<file path="src/rtl/clk_freq_mon.sv">
// Multi-channel clock frequency monitor.
// Counts synchronised rising edges of NCH asynchronous clocks over a window of
// 2**WIN_W reference cycles and flags a channel after FAIL_CNT consecutive
// out-of-range windows. The first window after reset is reported but not judged.
// Optional feature: define CLK_FREQ_MON_RST_REQ_EN to drive rst_req from the
// enabled fail flags; otherwise rst_req is tied low.
module clk_freq_mon #(
  parameter int unsigned NCH         = 2,
  parameter int unsigned WIN_W       = 9,
  parameter int unsigned CNT_W       = 9,
  parameter int unsigned SYNC_STAGES = 2,
  parameter int unsigned FAIL_CNT    = 2
) (
  input  logic                 clk,
  input  logic                 rst,
  input  logic [NCH-1:0]       mon_clk,
  input  logic [NCH-1:0]       en,
  input  logic [NCH*CNT_W-1:0] lo_th,
  input  logic [NCH*CNT_W-1:0] hi_th,
  input  logic [NCH-1:0]       fail_clr,
  output logic [NCH*CNT_W-1:0] cnt_out,
  output logic                 cnt_vld,
  output logic [NCH-1:0]       fail,
  output logic                 fail_any,
  output logic                 rst_req
);

  localparam logic [CNT_W-1:0] CNT_MAX  = '1;
  localparam logic [3:0]       FAIL_LIM = 4'(FAIL_CNT);

  logic [WIN_W-1:0]                   win_cnt;
  logic                               we;
  logic                               warmup;
  logic [NCH-1:0][SYNC_STAGES-1:0]    sync_q;
  logic [NCH-1:0]                     edge_q;
  logic [NCH-1:0][CNT_W-1:0]          edge_cnt;
  logic [NCH-1:0][CNT_W-1:0]          cnt_fin;
  logic [NCH-1:0][CNT_W-1:0]          lo_v;
  logic [NCH-1:0][CNT_W-1:0]          hi_v;
  logic [NCH-1:0][3:0]                bad_cnt;
  logic [NCH-1:0][3:0]                bad_nxt;
  logic [NCH-1:0]                     fail_set;

  assign we   = &win_cnt;
  assign lo_v = lo_th;
  assign hi_v = hi_th;

  // free-running window timer; warm-up ends at the first window end
  always_ff @(posedge clk or posedge rst) begin
    if (rst) begin
      win_cnt <= '0;
      warmup  <= 1'b1;
    end else begin
      win_cnt <= win_cnt + WIN_W'(1);
      if (we) warmup <= 1'b0;
    end
  end

  // per-channel synchroniser chain followed by the edge-detect flop
  always_ff @(posedge clk or posedge rst) begin
    if (rst) begin
      sync_q <= '0;
      edge_q <= '0;
    end else begin
      for (int unsigned i = 0; i < NCH; i++) begin
        sync_q[i] <= {sync_q[i][SYNC_STAGES-2:0], mon_clk[i]};
        edge_q[i] <= sync_q[i][SYNC_STAGES-1];
      end
    end
  end

  // saturating count including this cycle's edge, and window-end judgement
  always_comb begin
    cnt_fin  = edge_cnt;
    bad_nxt  = bad_cnt;
    fail_set = '0;
    for (int unsigned i = 0; i < NCH; i++) begin
      if (sync_q[i][SYNC_STAGES-1] && !edge_q[i] && edge_cnt[i] != CNT_MAX)
        cnt_fin[i] = edge_cnt[i] + CNT_W'(1);
      if (we) begin
        if (en[i] && !warmup && (cnt_fin[i] < lo_v[i] || cnt_fin[i] > hi_v[i])) begin
          bad_nxt[i]  = (bad_cnt[i] >= FAIL_LIM) ? FAIL_LIM : bad_cnt[i] + 4'd1;
          fail_set[i] = (bad_nxt[i] == FAIL_LIM);
        end else begin
          bad_nxt[i] = '0;
        end
      end
      // a clear loses to a simultaneous set, and then leaves the streak intact
      if (fail_clr[i] && !fail_set[i]) bad_nxt[i] = '0;
    end
  end

  // edge counters, window report, bad-window streaks and sticky fail flags
  always_ff @(posedge clk or posedge rst) begin
    if (rst) begin
      edge_cnt <= '0;
      bad_cnt  <= '0;
      cnt_out  <= '0;
      cnt_vld  <= 1'b0;
      fail     <= '0;
    end else begin
      edge_cnt <= we ? '0 : cnt_fin;
      bad_cnt  <= bad_nxt;
      cnt_vld  <= we;
      if (we) cnt_out <= cnt_fin;
      fail <= fail_set | (fail & ~fail_clr);
    end
  end

  // summary flag, one cycle behind the per-channel flags
  always_ff @(posedge clk or posedge rst) begin
    if (rst) fail_any <= 1'b0;
    else     fail_any <= |fail;
  end

`ifdef CLK_FREQ_MON_RST_REQ_EN
  // reset request follows failed channels that are still enabled
  always_ff @(posedge clk or posedge rst) begin
    if (rst) rst_req <= 1'b0;
    else     rst_req <= |(fail & en);
  end
`else
  assign rst_req = 1'b0;
`endif

endmodule

</file>
<file path="config.mk">
export PLATFORM = sky130hd
export DESIGN_NAME = clk_freq_mon
export DESIGN_NICKNAME = d
export VERILOG_FILES = /design/src/rtl/clk_freq_mon.sv
export SDC_FILE = /design/constraint.sdc
export NUM_CORES = 1
export LEC_CHECK = 0
export BUFFER_PORTS_ARGS = -buffer_cell sky130_fd_sc_hd__buf_2
export CAP_MARGIN = 20
export CELL_PAD_IN_SITES_DETAIL_PLACEMENT = 0
export CELL_PAD_IN_SITES_GLOBAL_PLACEMENT = 2
export CORE_MARGIN = 2
export CORE_UTILIZATION = 37
export CTS_CLUSTER_SIZE = 24
export DETAILED_ROUTE_END_ITERATION = 16
export PLACE_DENSITY = 0.85
export SLEW_MARGIN = 20
export SYNTH_ARGS = -nofsm -noshare
export SYNTH_HDL_FRONTEND = slang
export SYNTH_SLANG_ARGS = --single-unit
</file>
<file path="constraint.sdc">
create_clock -name clk -period 6.4 [get_ports clk]
set_input_delay 1.92 -clock clk [delete_from_list [all_inputs] [get_ports clk]]
set_output_delay 1.92 -clock clk [all_outputs]
set_load 0.05 [all_outputs]
</file>
Yosys cells after proc, flatten, opt, wreduce, memory -nomap -nowiden
Cells that the tools add are included.
{"block": "totals", "ramBits": 0, "out_inout_bits": 23, "rom_bits": 0, "latch_bits": 0, "n_memories": 0, "regBits": 64}
{"block": "op_classes", "n_reduce_logical": 21, "magnitude_cmp": 6, "n_addsub": 5, "n_bitwise": 3, "mux": 15, "n_mul": 0, "n_div": 0, "n_shift": 0, "n_eq_ne": 4}
{"op": "$mux 4", "count": 8}
{"op": "$add 9x1->9 const B", "count": 3}
{"op": "$gt 9x9->1", "count": 2}
{"op": "$lt 9x9->1", "count": 2}
{"op": "$mux 18", "count": 1}
{"op": "$mux 9", "count": 2}
{"op": "$ne 9x9->1 const B", "count": 2}
{"op": "$logic_and 1x1->1", "count": 10}
{"op": "$reduce_and 9->1", "count": 1}
{"op": "$add 4x1->4 const B", "count": 2}
{"op": "$eq 4x2->1 const B", "count": 2}
{"op": "$ge 4x2->1 const B", "count": 2}
{"op": "$logic_not 1->1", "count": 5}
{"op": "$mux 1", "count": 4}
{"op": "$reduce_bool 2->1", "count": 2}
{"op": "$and 2x2->2", "count": 1}
{"op": "$logic_or 1x1->1", "count": 2}
{"op": "$not 2->2", "count": 1}
{"op": "$or 2x2->2", "count": 1}
{"op": "$reduce_or 2->1", "count": 1}

Depth between registers and ports, before layout
Gate-level depths: netlist of the first run.
{"block": "depth", "depth_word": 12, "depth_mapped": 16, "mapped_depth_nobuf": 16}

Worst setup path after synthesis of the first run
No wires, ideal clock.
{"block": "synth_path", "kind": "input -> register", "start": "input port lo_th[16]", "end": "register bad_cnt[5] in the netlist's numbering", "cell_stages": 8, "required_time_ns": 6.322, "slack_ns": 3.052, "path_buffers": 0, "setup_ns": 0.078, "arrival_time_ns": 3.270, "cell_sequence": "inv_1 ha_1 a21oi_1 nand2_1 a2111o_1 o32ai_1 nand3_1 a21oi_1"}
{"block": "synth_via", "elab_chain_cells": 8, "word_cells_on_any_way": 11, "cone_classes": "order compare: 1; mux: 5; reduce/logical: 5"}
{"item": "start, declared", "line_no": "18", "rtl": "input logic [NCH*CNT_W-1:0] lo_th,"}
{"item": "$lt 9x9->1 *", "line_no": "81", "rtl": "if (en[i] && !warmup && (cnt_fin[i] < lo_v[i] || cnt_fin[i] > hi_v[i])) begin"}
{"item": "$logic_or 1x1->1 *", "line_no": "81"}
{"item": "$logic_and 1x1->1 *", "line_no": "81"}
{"item": "$mux 1", "line_no": "81"}
{"item": "$mux 1", "line_no": "80", "rtl": "if (we) begin"}
{"item": "$logic_not 1->1", "line_no": "89", "rtl": "if (fail_clr[i] && !fail_set[i]) bad_nxt[i] = '0;"}
{"item": "$logic_and 1x1->1", "line_no": "89"}
{"item": "$mux 4 / $reduce_bool 2->1 (equally long branches)"}
{"item": "end signal, assigned", "line_no": "103", "rtl": "bad_cnt <= bad_nxt;"}
{"item": "end, declared", "line_no": "40", "rtl": "logic [NCH-1:0][3:0] bad_cnt;"}
Every way passes the cells marked *; elsewhere a longest branch is shown, timed or not. The select of a mux whose other input is x is not followed.
A chain may end at the register's enable or synchronous reset.

==> metrics list, run 1 <==
* Layout cell share with drive strength beyond 1: around a fifth
* Fraction of the yosys area taken by sequential cells: 45.35%
- The first TritonRoute pass finished after 4 iterations.
- During synthesis, Yosys emitted a total of 0 warnings.
- In the final timing run, aggregate negative setup slack is 0 ns.
* Number of nets produced by synthesis: 460
- In this run, synthesis inferred 0 flip-flops with an integrated enable.
- Port Buffers: 65
- Global routing consumed, over all layers together, roughly 16% of the routing resources.
- The clock tree synthesis step divided the H-tree into 3 levels.
* Via count of the first global-routing pass: approximately 2,700
- In this run the worst path has a maximum fanout of 7.
* DIE WIDTH: between 100 and 150 um
* Slew HR: approximately 45%
- Post-synthesis instance area: around 3500 um^2
* Average wire per cell in the routed design: ~13 um
- After layout, the design draws a total of about 1.2 mW.
- The critical path ends at bad_cnt[6]$_DFFE_PP0P_.
- From synthesis to final layout, the design area changed by 19.96%.
- Kind of critical path: reg -> reg
- At the later pin of the worst-skew pair, clock insertion delay measures 0.35 ns.
* Maximum vdd ir drop: a little over 0.1 mV
- The worst register-to-register path begins at edge_cnt[9]$_DFF_PP0_.
* Setup slack after placement: around 2.6 ns
* Ratio of routed vias to standard cells: roughly 4.7
* Die Y-Extent: roughly 100 um
- After clock tree synthesis, the repair step resized 0 gates.
* Number of pins with negative max-slew slack in the final report: 0
- At the worst endpoint, the required time is ~6.7 ns.
- A synthesized cell averages 9.502 um^2.
- Max clock buf depth: 2
- Count of buffers added by post-CTS timing repair for setup: 0
- Arrival time worst endpoint: between 4 and 5 ns
* I/O pin cnt: 67
* CTS tree: done
- Cells fill between 40 and 50% of the core in the end.
- Number of clock buffers inserted by TritonCTS: 9
* Final Instance Area: approximately 4200 um^2
- Die outline area: about 10,000 um^2
- Half-perimeter wire length after placement: between 5000 and 6000 um
- In this run the core area contains 35 standard-cell rows.
- Largest net degree at the start of global routing: slightly below 70
- Count of placed standard cells in the final layout, fillers left out: 576
- # nets final: 530
- The core region is 9240 um^2.
* Nature of the critical path endpoint: flop
- Worst Reg2Reg Path Length in Cells: 16
- Inst Count DP: 560
- Tracing the worst setup path back leads to its startpoint at edge_cnt[9]$_DFF_PP0_.
- In the synthesized netlist the dominant register cell turns out to be sky130_fd_sc_hd__dfrtp_1.
- Counting flops and latches in the post-synthesis netlist gives 64.
- The final route contains 2,708 vias.
- Area share of the largest cell type after synthesis: between 40 and 50%
* Total power per unit cell area: between 200 and 300 nW/um^2
- Worst Hold Class: reg -> reg
- The biggest area contributor in the post-synthesis netlist is sky130_fd_sc_hd__dfrtp_1.
- Final setup fails: 0
- The hold violation total from the final report came to 0.
* Number of violations of the max-capacitance limit: 0
- Antenna violations before repair: 0
* DRT antenna net count: 0
* Initial drt markers: slightly above 80
* Worst Setup Start Kind: flop
- Synth Instances: around 370
* Top cells by area in the synthesized netlist: sky130_fd_sc_hd__dfrtp_1 (45%), sky130_fd_sc_hd__ha_1 (16%), sky130_fd_sc_hd__inv_1 (6.4%)
* Drc violations: 0
* WL final: 7327 um
- Setup slack on the critical path of the routed design comes to ~2.6 ns.
* Global-route wire length before repair: ~13,000 um
- Worst-path clk slew: about 0.080 ns
- Setup repair after global routing left no endpoint under its margin.
* Highest clock rate: around 270 MHz
* Shortest clock period the worst path allows after layout: between 3 and 4 ns
- The worst register-to-register path has a setup slack of around 2.6 ns.
- On the final layout, the worst clock skew is around 0.011 ns.
- Area of placed instances: about 4000 um^2
* Clock Sinks: 64
* CTS root buffer: sky130_fd_sc_hd__clkbuf_8
- In this run the critical register-to-register path is captured at bad_cnt[6]$_DFFE_PP0P_.
- GRT Residual Overflow: 0
- In the synthesized netlist, the cells that appear most often are sky130_fd_sc_hd__dfrtp_1 (63), sky130_fd_sc_hd__inv_1 (60), sky130_fd_sc_hd__nor2_1 (48).
* Run status: complete, no violations
- Initial standard-cell utilization of the core: roughly two fifths
- sky130_fd_sc_hd__dfrtp_1 is the most common cell in the netlist.
- Fin Hold WS: 0.3533 ns
* Diodes inserted: 0
- In this run, distinct cell masters in the synthesized netlist total 44.
* Leakage power: ~2.4 nW
- After clock tree synthesis, the flow added hold-fix buffers numbering 0.
- For this run, asynchronously set or reset flops after synthesis account for 100.0%.
* Period Utilization, post-route: between 50% and 60%
* Placer's final routability congestion estimate: ~0.81
- At the pin with the least slew margin, the transition time is approximately 0.82 ns.
## power by group
| group | switching (mW) | total, mW | internal [mW] |
|---|---|---|---|
| combinational | 0.173 | 0.284 | 0.111 |
| sequential | 0.0361 | 0.476 | 0.440 |
| clock | 0.158 | 0.415 | 0.257 |
| total | 0.368 | 1.18 | 0.808 |
## per-layer routing
metal	global-route usage (%)	up-vias	routed length [um]	part of all wire [%]
met2	23.38	48	3207	44
met4	4.054	0	74	1.0
met1	21.99	1267	3736	51
li1	-	1386	-	-
met5	0	-	0	0
met3	5.452	7	309	4.2
## state kept, by name (all words and copies together), names as in the netlist
signal    flops
cnt_out      18
edge_cnt     18
win_cnt       9
bad_cnt       8
sync_q        4
edge_q        2
fail          2
cnt_vld       1
fail_any      1
warmup        1
## cell families after synthesis
| family | count (synthesis) | synth area share [%] |
|---|---|---|
| xor+xnor | 20 | 4.956 |
| other cells | 1 | 0.1061 |
| simple gates | 113 | 15.19 |
| buf+inv | 68 | 7.327 |
| fa+ha+maj | 44 | 15.58 |
| mux | 4 | 1.133 |
| compound gates | 58 | 10.37 |
| flops | 64 | 45.35 |
## cells in the final DEF, fill, tap and decap left out, types with 2 or more instances in the layout
cell type / count
sky130_fd_sc_hd__xor2_1: 9
sky130_fd_sc_hd__clkinv_2: 2
sky130_fd_sc_hd__mux2i_1: 4
sky130_fd_sc_hd__o21ai_0: 5
sky130_fd_sc_hd__nand3_1: 7
sky130_fd_sc_hd__a21oi_1: 31
sky130_fd_sc_hd__nand2b_1: 2
sky130_fd_sc_hd__o211ai_1: 2
sky130_fd_sc_hd__buf_2: 65
sky130_fd_sc_hd__xnor2_1: 11
sky130_fd_sc_hd__nor3_1: 6
sky130_fd_sc_hd__ha_1: 43
sky130_fd_sc_hd__nor2_1: 48
sky130_fd_sc_hd__nand4_1: 14
sky130_fd_sc_hd__bufinv_16: 3
sky130_fd_sc_hd__o32ai_1: 4
sky130_fd_sc_hd__and2_1: 2
sky130_fd_sc_hd__nor2b_1: 2
sky130_fd_sc_hd__nand2_1: 23
sky130_fd_sc_hd__dfrtp_1: 63
sky130_fd_sc_hd__inv_1: 59
sky130_fd_sc_hd__nor4_1: 2
sky130_fd_sc_hd__buf_4: 2
sky130_fd_sc_hd__clkbuf_8: 9
sky130_fd_sc_hd__and3_1: 2
sky130_fd_sc_hd__o31ai_1: 2
sky130_fd_sc_hd__a211oi_1: 2
## worst max-delay path: stages, from the launching register on
cell and delay, ns:
sky130_fd_sc_hd__dfrtp_1 0.40, sky130_fd_sc_hd__ha_1 0.25, sky130_fd_sc_hd__nand3_1 0.10, sky130_fd_sc_hd__nor2_1 0.04, sky130_fd_sc_hd__ha_1 0.18, sky130_fd_sc_hd__nor3b_2 0.44, sky130_fd_sc_hd__nand4_1 0.24, sky130_fd_sc_hd__nor2_1 0.17
sky130_fd_sc_hd__xnor2_1 0.19, sky130_fd_sc_hd__inv_1 0.11, sky130_fd_sc_hd__ha_1 0.32, sky130_fd_sc_hd__a21oi_1 0.17, sky130_fd_sc_hd__nand2_1 0.08, sky130_fd_sc_hd__a2111o_1 0.43, sky130_fd_sc_hd__o32ai_1 0.23, sky130_fd_sc_hd__nand2_1 0.14
sky130_fd_sc_hd__o21ai_0 0.20
## layout make-up
class,count,area [um^2]
fill,911,5000
multi-input combinational,240,1675
sequential,64,1603
timing repair buffer,67,340.3
inverter,60,225.2
tap,129,161.4
clock buffer,10,127.6
clock inverter,6,107.6
## how the worst min path moves through the flow
stage,depth (start not counted),slack (ns),startpoint,end
CTS,0,0.36,sync_q[0]$_DFF_PP0_,sync_q[1]$_DFF_PP0_
global placement,0,0.35,sync_q[0]$_DFF_PP0_,sync_q[1]$_DFF_PP0_
floorplan,0,0.33,sync_q[0]$_DFF_PP0_,sync_q[1]$_DFF_PP0_
global route,0,0.36,sync_q[0]$_DFF_PP0_,sync_q[1]$_DFF_PP0_
detailed placement,0,0.34,sync_q[0]$_DFF_PP0_,sync_q[1]$_DFF_PP0_
finish,0,0.35,sync_q[0]$_DFF_PP0_,sync_q[1]$_DFF_PP0_
No activity file was read; power rests on OpenSTA's default activity.
==> run 2, diff against run 1 <==
- CORE_UTILIZATION: 37 -> 31
- PLACE_DENSITY: 0.85 -> 0.76
- clock period: 6.4 -> 3.4 ns (I/O delays scaled with it)
==> run 2 against run 1 <==
- sequential power grew 91%
- critical endpoint is now bad_cnt[5]$_DFFE_PP0P_
- global-route usage is 2.3 points lower
- non-clock buffer count grew 23
- fmax increased by 16%
- flip-flop and latch count stayed put
- clock power is 130% higher
- register-to-register slack worse by 2.5 ns
- design area increased by 10%
- clock skew decreased by 0.0066 ns
- critical path type unchanged
- first-iteration DRC count is 8.6% lower
- via count up 4.5%
==> metrics list, run 2 (synthesis results as in run 1) <==
- The clock sink count came to 64 (unchanged).
* # nets final: 553 (+4.3%)
- The post-route clock period utilization is 95.63% (+37 points).
- Compared with the post-synthesis result, the final layout area differs by 32.42%.
- The max-cap violation count is 0 (unchanged).
- The placeable core region was 10,980 um^2 (+19%).
* Longest individual stage delay on the worst path: 0.39 ns (-0.05 ns)
- Start point of the critical path: edge_cnt[10]$_DFF_PP0_
* CTS Hold Bufs: 0 (unchanged)
* Leakage power: 2.512 nW (+6.3%)
- The depth of the CTS H-tree came to 3 (unchanged).
- Area of placed instances: 4131 um^2 (+3.2%)
* Highest clock rate: 307.6 MHz (+16%)
- Ratio of routed vias to standard cells: 4.639 (-1.3%)
- The peak ir drop on the vdd network was 0.2917 mV (+190%).
- The number of design-rule violations left by the first detailed-router iteration was 74 (-8.6%).
* Setup repair after global routing missed its margin: yes
* Worst Hold Class: reg -> reg
- Run status: complete, no violations
- The total inserted antenna cells came to 0 (unchanged).
* Final Instance Area: 4681 um^2 (+10%)
- Commonest non-fill, non-tap cell in the layout: sky130_fd_sc_hd__buf_2
- The number of remaining DRC errors was 0 (unchanged).
- WL final: 8093 um (+10%)
- Total power per unit cell area: 542.4 nW/um^2 (+96%)
- Pre-antenna DRT Iters: 5 (+1)
- The cell row count came to 38 (+8.6%).
- DRT antenna net count: 0 (unchanged)
- Capture instance of the worst register-to-register path: bad_cnt[5]$_DFFE_PP0P_
- The number of buffers added by the clock tree synthesis step was 9 (unchanged).
- Via count of the first global-routing pass: 2,774 (+2.4%)
- The worst setup path is launched from a flop.
* Most frequent cells in the layout: sky130_fd_sc_hd__buf_2 (65), sky130_fd_sc_hd__dfrtp_1 (63), sky130_fd_sc_hd__inv_1 (56), sky130_fd_sc_hd__nor2_1 (44), sky130_fd_sc_hd__ha_1 (36)
- The slew at the pin with the worst max-slew slack is 0.6014 ns (-0.2183 ns).
- Traced cell by cell, the critical path runs through ha_2 > nand3_2 > nor2_2 > ha_2 > nor3b_2 > nand4_1 > nor2_1 > xnor2_1 > inv_2 > ha_4 > nand4_1 > nor3_2 > a2111oi_4 > o32ai_2 > buf_4 > nand3_4 > a21oi_2.
- The critical path buffer and inverter count was 2 (+1).
- Slew HR: 59.54% (+14 points)
- The number of placed I/O pins was 67 (unchanged).
* Max clock buf depth: 2 (unchanged)
- Grouping stages by cell kind, the critical path spends the most delay in simple AND/OR/NAND/NOR gates.
- The half-perimeter wire length after detailed placement is 6146 um (+12%).
* Final setup fails: 0 (unchanged)
- Total global routing track utilization: 13.40% (-2.3 points)
- The placer's final routability congestion estimate is 0.7744 (-4.9%).
- The final total negative setup slack is 0 ns (unchanged).
* Average wire per cell in the routed design: 13.27 um (+4.3%)
- Largest net degree at the start of global routing: 30 (-57%)
* Hold-critical path depth: 0 (unchanged)
- The global-route congestion overflow total was 0 (unchanged).
- DIE WIDTH: 110.8 um (+8.9%)
- The hold violation total from the final report came to 0 (unchanged).
* Worst-path clk slew: 0.05 ns (-0.03 ns)
* Worst Hold Endpoint: sync_q[1]$_DFF_PP0_
- Shortest clock period the worst path allows after layout: 3.251 ns (-0.5204 ns)
- The worst setup path is of the reg -> reg kind.
- Layout cell share with drive strength beyond 1: 30.00% (+10 points)
- Vias post-DR: 2,830 (+4.5%)
- Beginning of the worst hold path: sync_q[0]$_DFF_PP0_
- The maximum net fanout on the critical path is 3 (-4).
* Worst Reg2Reg Path Length in Cells: 17 (+1)
- The number of input and output port buffers inserted came to 65 (unchanged).
- The slowest stage of the critical path is the sky130_fd_sc_hd__dfrtp_1 cell.
* Largest registers in the final layout: cnt_out x18, edge_cnt x18, win_cnt x9
- Global-route wire length before repair: 13,250 um (+5.4%)
- The area enclosed by the die boundary came to 12,270 um^2 (+19%).
- The number of inserted filler cells in the final layout is 1,080 (+19%).
* Required arrival time at the worst endpoint: 3.66 ns (-3.01 ns)
- R2R Setup Slk: 0.15 ns (-2.48 ns)
- Arrival time worst endpoint: 3.51 ns (-0.53 ns)
* Clock latency reported for the late side of the worst-skew pair: 0.33 ns (-0.02 ns)
- CTS root buffer: sky130_fd_sc_hd__clkbuf_16
- TritonCTS built the clock tree.
- The worst register-to-register path begins at edge_cnt[10]$_DFF_PP0_.
- The clock tree skew after final layout came to 0.004883 ns (-0.006565 ns).
- The initial cell density of the core came to 32.18% (-6.1 points).
- Antenna violations before repair: 0 (unchanged)
* Nature of the critical path endpoint: flop
- Number of pins with negative max-slew slack in the final report: 0 (unchanged)
- Die Y-Extent: 110.8 um (+8.9%)
-- run 2: cell types whose count changed in the layout (fill, tap and decap cells not counted), moves of 4 or more --
cell and change:
sky130_fd_sc_hd__buf_4 +23, sky130_fd_sc_hd__clkbuf_16 +9, sky130_fd_sc_hd__clkbuf_8 -5, sky130_fd_sc_hd__ha_1 -7
sky130_fd_sc_hd__ha_2 +4, sky130_fd_sc_hd__nor2_1 -4, sky130_fd_sc_hd__nor2_2 +4
-- run 2: per-stage QoR --
stage / utilization [%] / worst slack [ns] / hold WS [ns] / cells / total power [mW]
after detailed placement: 37.62 / -0.1648 / 0.3396 / 586 / 1.523
after global routing: 42.62 / -0.08625 / 0.3678 / 610 / 2.711
final: 42.62 / 0.1486 / 0.3563 / 610 / 2.539
after global placement: 37.62 / -0.08020 / 0.3431 / 586 / 1.513
after CTS: 40.78 / -0.005839 / 0.3632 / 603 / 2.511
after floorplan: - / 0.06854 / 0.3312 / 372 / 1.293
-- run 2: per-layer routing --
metal,GRT usage (%),up-vias,share of wire [%]
met3,4.319,6,4.3
met5,0,-,0
li1,-,1430,-
met4,3.750,0,0.96
met1,17.63,1349,47
met2,21.23,45,47
-- run 2: worst max-delay path by stage --
stage                                   to  depth (start not counted)
floorplan           bad_cnt[5]$_DFFE_PP0P_                         16
global placement    bad_cnt[5]$_DFFE_PP0P_                         15
detailed placement  bad_cnt[5]$_DFFE_PP0P_                         16
CTS                 bad_cnt[5]$_DFFE_PP0P_                         17
global route        bad_cnt[5]$_DFFE_PP0P_                         17
finish              bad_cnt[5]$_DFFE_PP0P_                         17
-- run 2: layout make-up --
cell class / instances / area (um^2) / share of cell area (%)
tap: 140 / 175.2 / 3.742
timing repair buffer: 90 / 513.0 / 10.96
multi-input combinational: 240 / 1846 / 39.43
sequential: 64 / 1603 / 34.24
clock inverter: 2 / 35.03 / 0.7485
clock buffer: 14 / 284.0 / 6.068
inverter: 60 / 225.2 / 4.812
-- run 2: power breakdown --
group	total [mW]	internal, mW	leakage [nW]	switching (mW)
Combinational	0.669	0.298	1.51	0.371
Sequential	0.907	0.830	0.843	0.0767
Clock	0.963	0.646	0.159	0.317
Total	2.54	1.77	2.51	0.765
-- run 2: worst register-to-register path: stages (launching register included) --
cell and delay, ns:
sky130_fd_sc_hd__dfrtp_1 0.39, sky130_fd_sc_hd__ha_2 0.20, sky130_fd_sc_hd__nand3_2 0.07, sky130_fd_sc_hd__nor2_2 0.04, sky130_fd_sc_hd__ha_2 0.16, sky130_fd_sc_hd__nor3b_2 0.19
sky130_fd_sc_hd__nand4_1 0.21, sky130_fd_sc_hd__nor2_1 0.17, sky130_fd_sc_hd__xnor2_1 0.19, sky130_fd_sc_hd__inv_2 0.12, sky130_fd_sc_hd__ha_4 0.28, sky130_fd_sc_hd__nand4_1 0.13
sky130_fd_sc_hd__nor3_2 0.28, sky130_fd_sc_hd__a2111oi_4 0.08, sky130_fd_sc_hd__o32ai_2 0.27, sky130_fd_sc_hd__buf_4 0.18, sky130_fd_sc_hd__nand3_4 0.08, sky130_fd_sc_hd__a21oi_2 0.14
-- run 2: what timing repair did --
action	in CTS	in global routing
resized for setup	4	31
endpoints found under the setup margin	5	8
pin swaps	2	27
buffers inserted	1	7
==> run 3, diff against run 2 <==
- ABC_AREA: default -> 1
- CELL_PAD_IN_SITES_DETAIL_PLACEMENT: 0 -> 1
- CELL_PAD_IN_SITES_GLOBAL_PLACEMENT: 2 -> 1
- CORE_UTILIZATION: 31 -> 41
- PLACE_DENSITY: 0.76 -> 0.79
- clock period: 3.4 -> 3 ns (I/O delays scaled with it)
==> run 3 against run 2 <==
- the run now ends with setup timing left
- die area is 16% lower
- worst setup slack worse by 0.22 ns
- synthesized cell count is 32% higher
- critical path type unchanged
==> metrics list, run 3 <==
* Power consumption: 3.020 mW (+19%)
* Layout cell share with drive strength beyond 1: 36.95% (+6.9 points)
* Global-route wire length before repair: 18,310 um (+38%)
- The via count of the first global-routing pass is 3,848 (+39%).
* Largest net degree at the start of global routing: 44 (+47%)
- The part of the Yosys area used for sequential elements came to 41.28% (-4.1 points).
- The slew at the pin with the worst max-slew slack was 0.6995 ns (+0.09813 ns).
- Summed over all instances, the cell type with the most area after synthesis is sky130_fd_sc_hd__dfrtp_1.
* DIE WIDTH: 101.3 um (-8.5%)
* WL final: 12,410 um (+53%)
- The clock transition at the registers of the reported paths came to 0.07 ns (+0.02 ns).
- The number of cells produced by synthesis came to 491 (+32%).
- Cells traversed along the worst timing path: ha_2 > inv_2 > nor3_4 > nand2_1 > nor2_1 > ha_2 > inv_2 > nand3_4 > nor2_4 > nand3_2 > xor2_2 > inv_2 > ha_4 > nand2_1 > inv_1 > nand2_1 > nand2_1 > a21oi_2 > nand2_2 > nand2_4 > nand3_2 > buf_4 > o21ai_1
- Ratio of routed vias to standard cells: 5.056 (+9.0%)
- Initial drt markers: 146 (+97%)
- The total leakage power was 2.955 nW (+18%).
* Commonest non-fill, non-tap cell in the layout: sky130_fd_sc_hd__inv_1
- The net count reported at finish came to 693 (+25%).
- In the post-synthesis netlist, the biggest area contributors are sky130_fd_sc_hd__dfrtp_1 (41%), sky130_fd_sc_hd__ha_1 (14%), sky130_fd_sc_hd__nand2_1 (11%).
- Arrival time worst endpoint: 3.35 ns (-0.16 ns)
- The worst setup path is launched from a flop.
* Most frequent cells in the layout: sky130_fd_sc_hd__inv_1 (96), sky130_fd_sc_hd__nand2_1 (88), sky130_fd_sc_hd__buf_2 (65), sky130_fd_sc_hd__dfrtp_1 (63), sky130_fd_sc_hd__buf_4 (45)
* Synth unique cells: 31 (-30%)
- Slowest-stage cell, CP: sky130_fd_sc_hd__dfrtp_1
- CTS placed an instance of sky130_fd_sc_hd__clkbuf_8 at the clock tree root.
- Highest clock rate: 325.2 MHz (+5.7%)
* Area Growth Syn to Fin: 36.48%
* Period Utilization, post-route: 102.5% (+6.9 points)
- TritonCTS built the clock tree.
- The critical path buffer and inverter count came to 5 (+3).
- The number of buffers added by the clock tree synthesis step is 9 (unchanged).
* Most frequently used flop master after synthesis: sky130_fd_sc_hd__dfrtp_1
- Total power per unit cell area: 570.0 nW/um^2 (+5.1%)
* Final hold violation count: 0 (unchanged)
- The area share of the largest cell type after synthesis is 40.61% (-4.0 points).
* Vias post-DR: 3,640 (+29%)
- Among the stages of the critical path, the cell type that occurs most often is sky130_fd_sc_hd__nand2_1.
- The total inserted antenna cells is 0 (unchanged).
- Nature of the critical path endpoint: flop
- Area of the core region: 9196 um^2 (-16%)
* Die Y-Extent: 101.3 um (-8.5%)
* Final Instance Area: 5299 um^2 (+13%)
- DRT antenna net count: 0 (unchanged)
* Half-perimeter wire length after placement: 7656 um (+25%)
- Final setup TNS: -0.2829 ns (-0.2829 ns)
* Number of synthesized flops with an enable pin: 0 (unchanged)
- The cell row count came to 35 (-7.9%).
- The clock sink count is 64 (unchanged).
- End-of-flow core utilization: 57.62% (+15 points)
* Drc violations: 0 (unchanged)
- Pre-antenna DRT Iters: 4 (-1)
* YS warnings: 0 (unchanged)
- GRT Residual Overflow: 0 (unchanged)
- Flops & latches, synth: 64 (unchanged)
- The average size of a mapped cell came to 7.907 um^2 (-17%).
- I/O pin cnt: 67 (unchanged)
- The depth of the CTS H-tree is 3 (unchanged).
- Fin Clk Skew: 0.01482 ns (+0.009937 ns)
* Final setup fails: 5 (+5)
- Kind of critical path: reg -> reg
* Antenna violations before repair: 0 (unchanged)
* Post-synthesis instance area: 3882 um^2 (+9.8%)
- The maximum net fanout on the critical path came to 5 (+2).
- The fraction of synthesis flops using an asynchronous set or reset pin was 100.0% (unchanged).
- The area enclosed by the die boundary is 10,260 um^2 (-16%).
- The count of final max-slew check failures was 0 (unchanged).
- Average wire per cell in the routed design: 17.23 um (+30%)
- Worst path top cell family by delay: simple AND/OR/NAND/NOR gates
- The clock latency on the worst-skew pair came to 0.36 ns (+0.03 ns).
- The number of input and output port buffers inserted is 65 (unchanged).
- The placer's final routability congestion estimate was 0.8552 (+10%).
* Number of violations of the max-capacitance limit: 0 (unchanged)
- Worst Hold Class: reg -> reg
- CTS Hold Bufs: 0 (unchanged)
* Setup repair after global routing missed its margin: yes
- The net count of the mapped netlist is 579 (+26%).
- Post-synth top cells: sky130_fd_sc_hd__nand2_1 (110), sky130_fd_sc_hd__inv_1 (108), sky130_fd_sc_hd__dfrtp_1 (63)
- Longest individual stage delay on the worst path: 0.40 ns (about the same)
- Post-route setup slack: -0.07468 ns (-0.2233 ns)
- Most frequently used cell type in the post-synthesis netlist: sky130_fd_sc_hd__nand2_1
* Total global routing track utilization: 22.88% (+9.5 points)
- Failing checks: setup timing
- The cell area reported after detailed placement came to 4517 um^2 (+9.3%).
- The initial cell density of the core is 42.22% (+10 points).
* Shortest clock period the worst path allows after layout: 3.075 ns (-0.1767 ns)
- Largest registers in the final layout: cnt_out x18, edge_cnt x18, win_cnt x9
- Max clock buf depth: 2 (unchanged)
* Required arrival time at the worst endpoint: 3.27 ns (-0.39 ns)
* Slew HR: 53.30% (-6.2 points)
* Maximum vdd ir drop: 0.3014 mV (+3.3%)
- The worst hold slack after final layout was 0.3620 ns (+0.005723 ns).
- The flow ran to the end, but the final reports show violations.
==> run 3: cell types whose count changed after synthesis, moves of 4 or more <==
cell | before | now
sky130_fd_sc_hd__nand2_1 | 23 | 110
sky130_fd_sc_hd__inv_1 | 60 | 108
sky130_fd_sc_hd__a21oi_1 | 31 | 11
sky130_fd_sc_hd__o21ai_0 | 5 | 21
sky130_fd_sc_hd__nand3_1 | 7 | 22
sky130_fd_sc_hd__xnor2_1 | 11 | 1
sky130_fd_sc_hd__nand4_1 | 14 | 7
sky130_fd_sc_hd__o21ai_1 | 1 | 6
sky130_fd_sc_hd__xor2_1 | 9 | 14
sky130_fd_sc_hd__mux2i_1 | 4 | 0
sky130_fd_sc_hd__nor2_1 | 48 | 44
sky130_fd_sc_hd__o32ai_1 | 4 | 0
sky130_fd_sc_hd__or2_2 | 0 | 4
==> run 3: logic make-up (layout without fill, tap and decap cells) <==
group / Yosys count / in the layout / share of synthesized area, %
DFF: 64 / 64 / 41.28
and+or+nand+nor: 211 / 211 / 24.17
adders and majority gates: 44 / 44 / 14.18
xor gates and xnor gates: 16 / 16 / 3.803
buffers and inverters: 116 / 234 / 11.38
AOI/OAI and AO/OA: 39 / 39 / 5.092
other: 1 / 1 / 0.09659
==> run 3: what timing repair did <==
action                                  4_1_cts  5_1_grt
pin swaps                                    20       20
resized for setup                            48       62
setup buffers                                 9        9
endpoints found under the setup margin        8        8
==> run 3: area by class of cell <==
cell class,instances,area [um^2]
Timing Repair Buffer,110,663.1
Inverter,109,414.1
Clock buffer,11,141.4
Fill cell,1129,3897
Multi-Input combinational cell,311,2293
Tap cell,111,138.9
Clock inverter,4,45.04
Sequential cell,64,1603
==> run 3: layer usage <==
| layer | track usage [%] | share of wire (%) |
|---|---|---|
| met4 | 7.796 | 2.9 |
| met5 | 0 | 0 |
| met3 | 4.003 | 3.6 |
| met1 | 27.66 | 41 |
| met2 | 41.06 | 53 |
==> run 3: stage by stage <==
step / cells / worst slack [ns]
floorplan: 491 / 0.1545
global placement: 687 / -0.03753
detailed placement: 687 / -0.3471
CTS: 711 / 0.001882
global route: 720 / -0.2326
finish: 720 / -0.07468
==> run 3: final timing paths <==
check,startpoint,to,slack (ns),cells after the start
setup / recovery,edge_cnt[1]$_DFF_PP0_,fail[0]$_DFF_PP0_,-0.07,23
hold / removal,sync_q[0]$_DFF_PP0_,sync_q[1]$_DFF_PP0_,0.36,0
setup reg to reg,edge_cnt[1]$_DFF_PP0_,fail[0]$_DFF_PP0_,-0.07,23
hold reg to reg,sync_q[0]$_DFF_PP0_,sync_q[1]$_DFF_PP0_,0.36,0
max in group asynchronous,rst,warmup$_DFFE_PP1P_,1.79,3
min in group asynchronous,rst,win_cnt[2]$_DFF_PP0_,0.57,2
==> run 3: worst register-to-register path, delay by kind of cell (launching register included) <==
kind,cells,cell delay (ns)
AO/OA/AOI/OAI,2,0.19
XOR/XNOR,1,0.23
adder cells (fa/ha/maj),3,0.63
buffers and inverters,5,0.50
flip-flops,1,0.40
AND/OR/NAND/NOR,12,1.06
==> run 3: where the power goes <==
group | leakage [nW] | switching, mW | internal [mW]
logic | 2.02 | 0.723 | 0.541
registers | 0.832 | 0.0838 | 0.938
clock network | 0.0989 | 0.337 | 0.398
total | 2.96 | 1.14 | 1.88
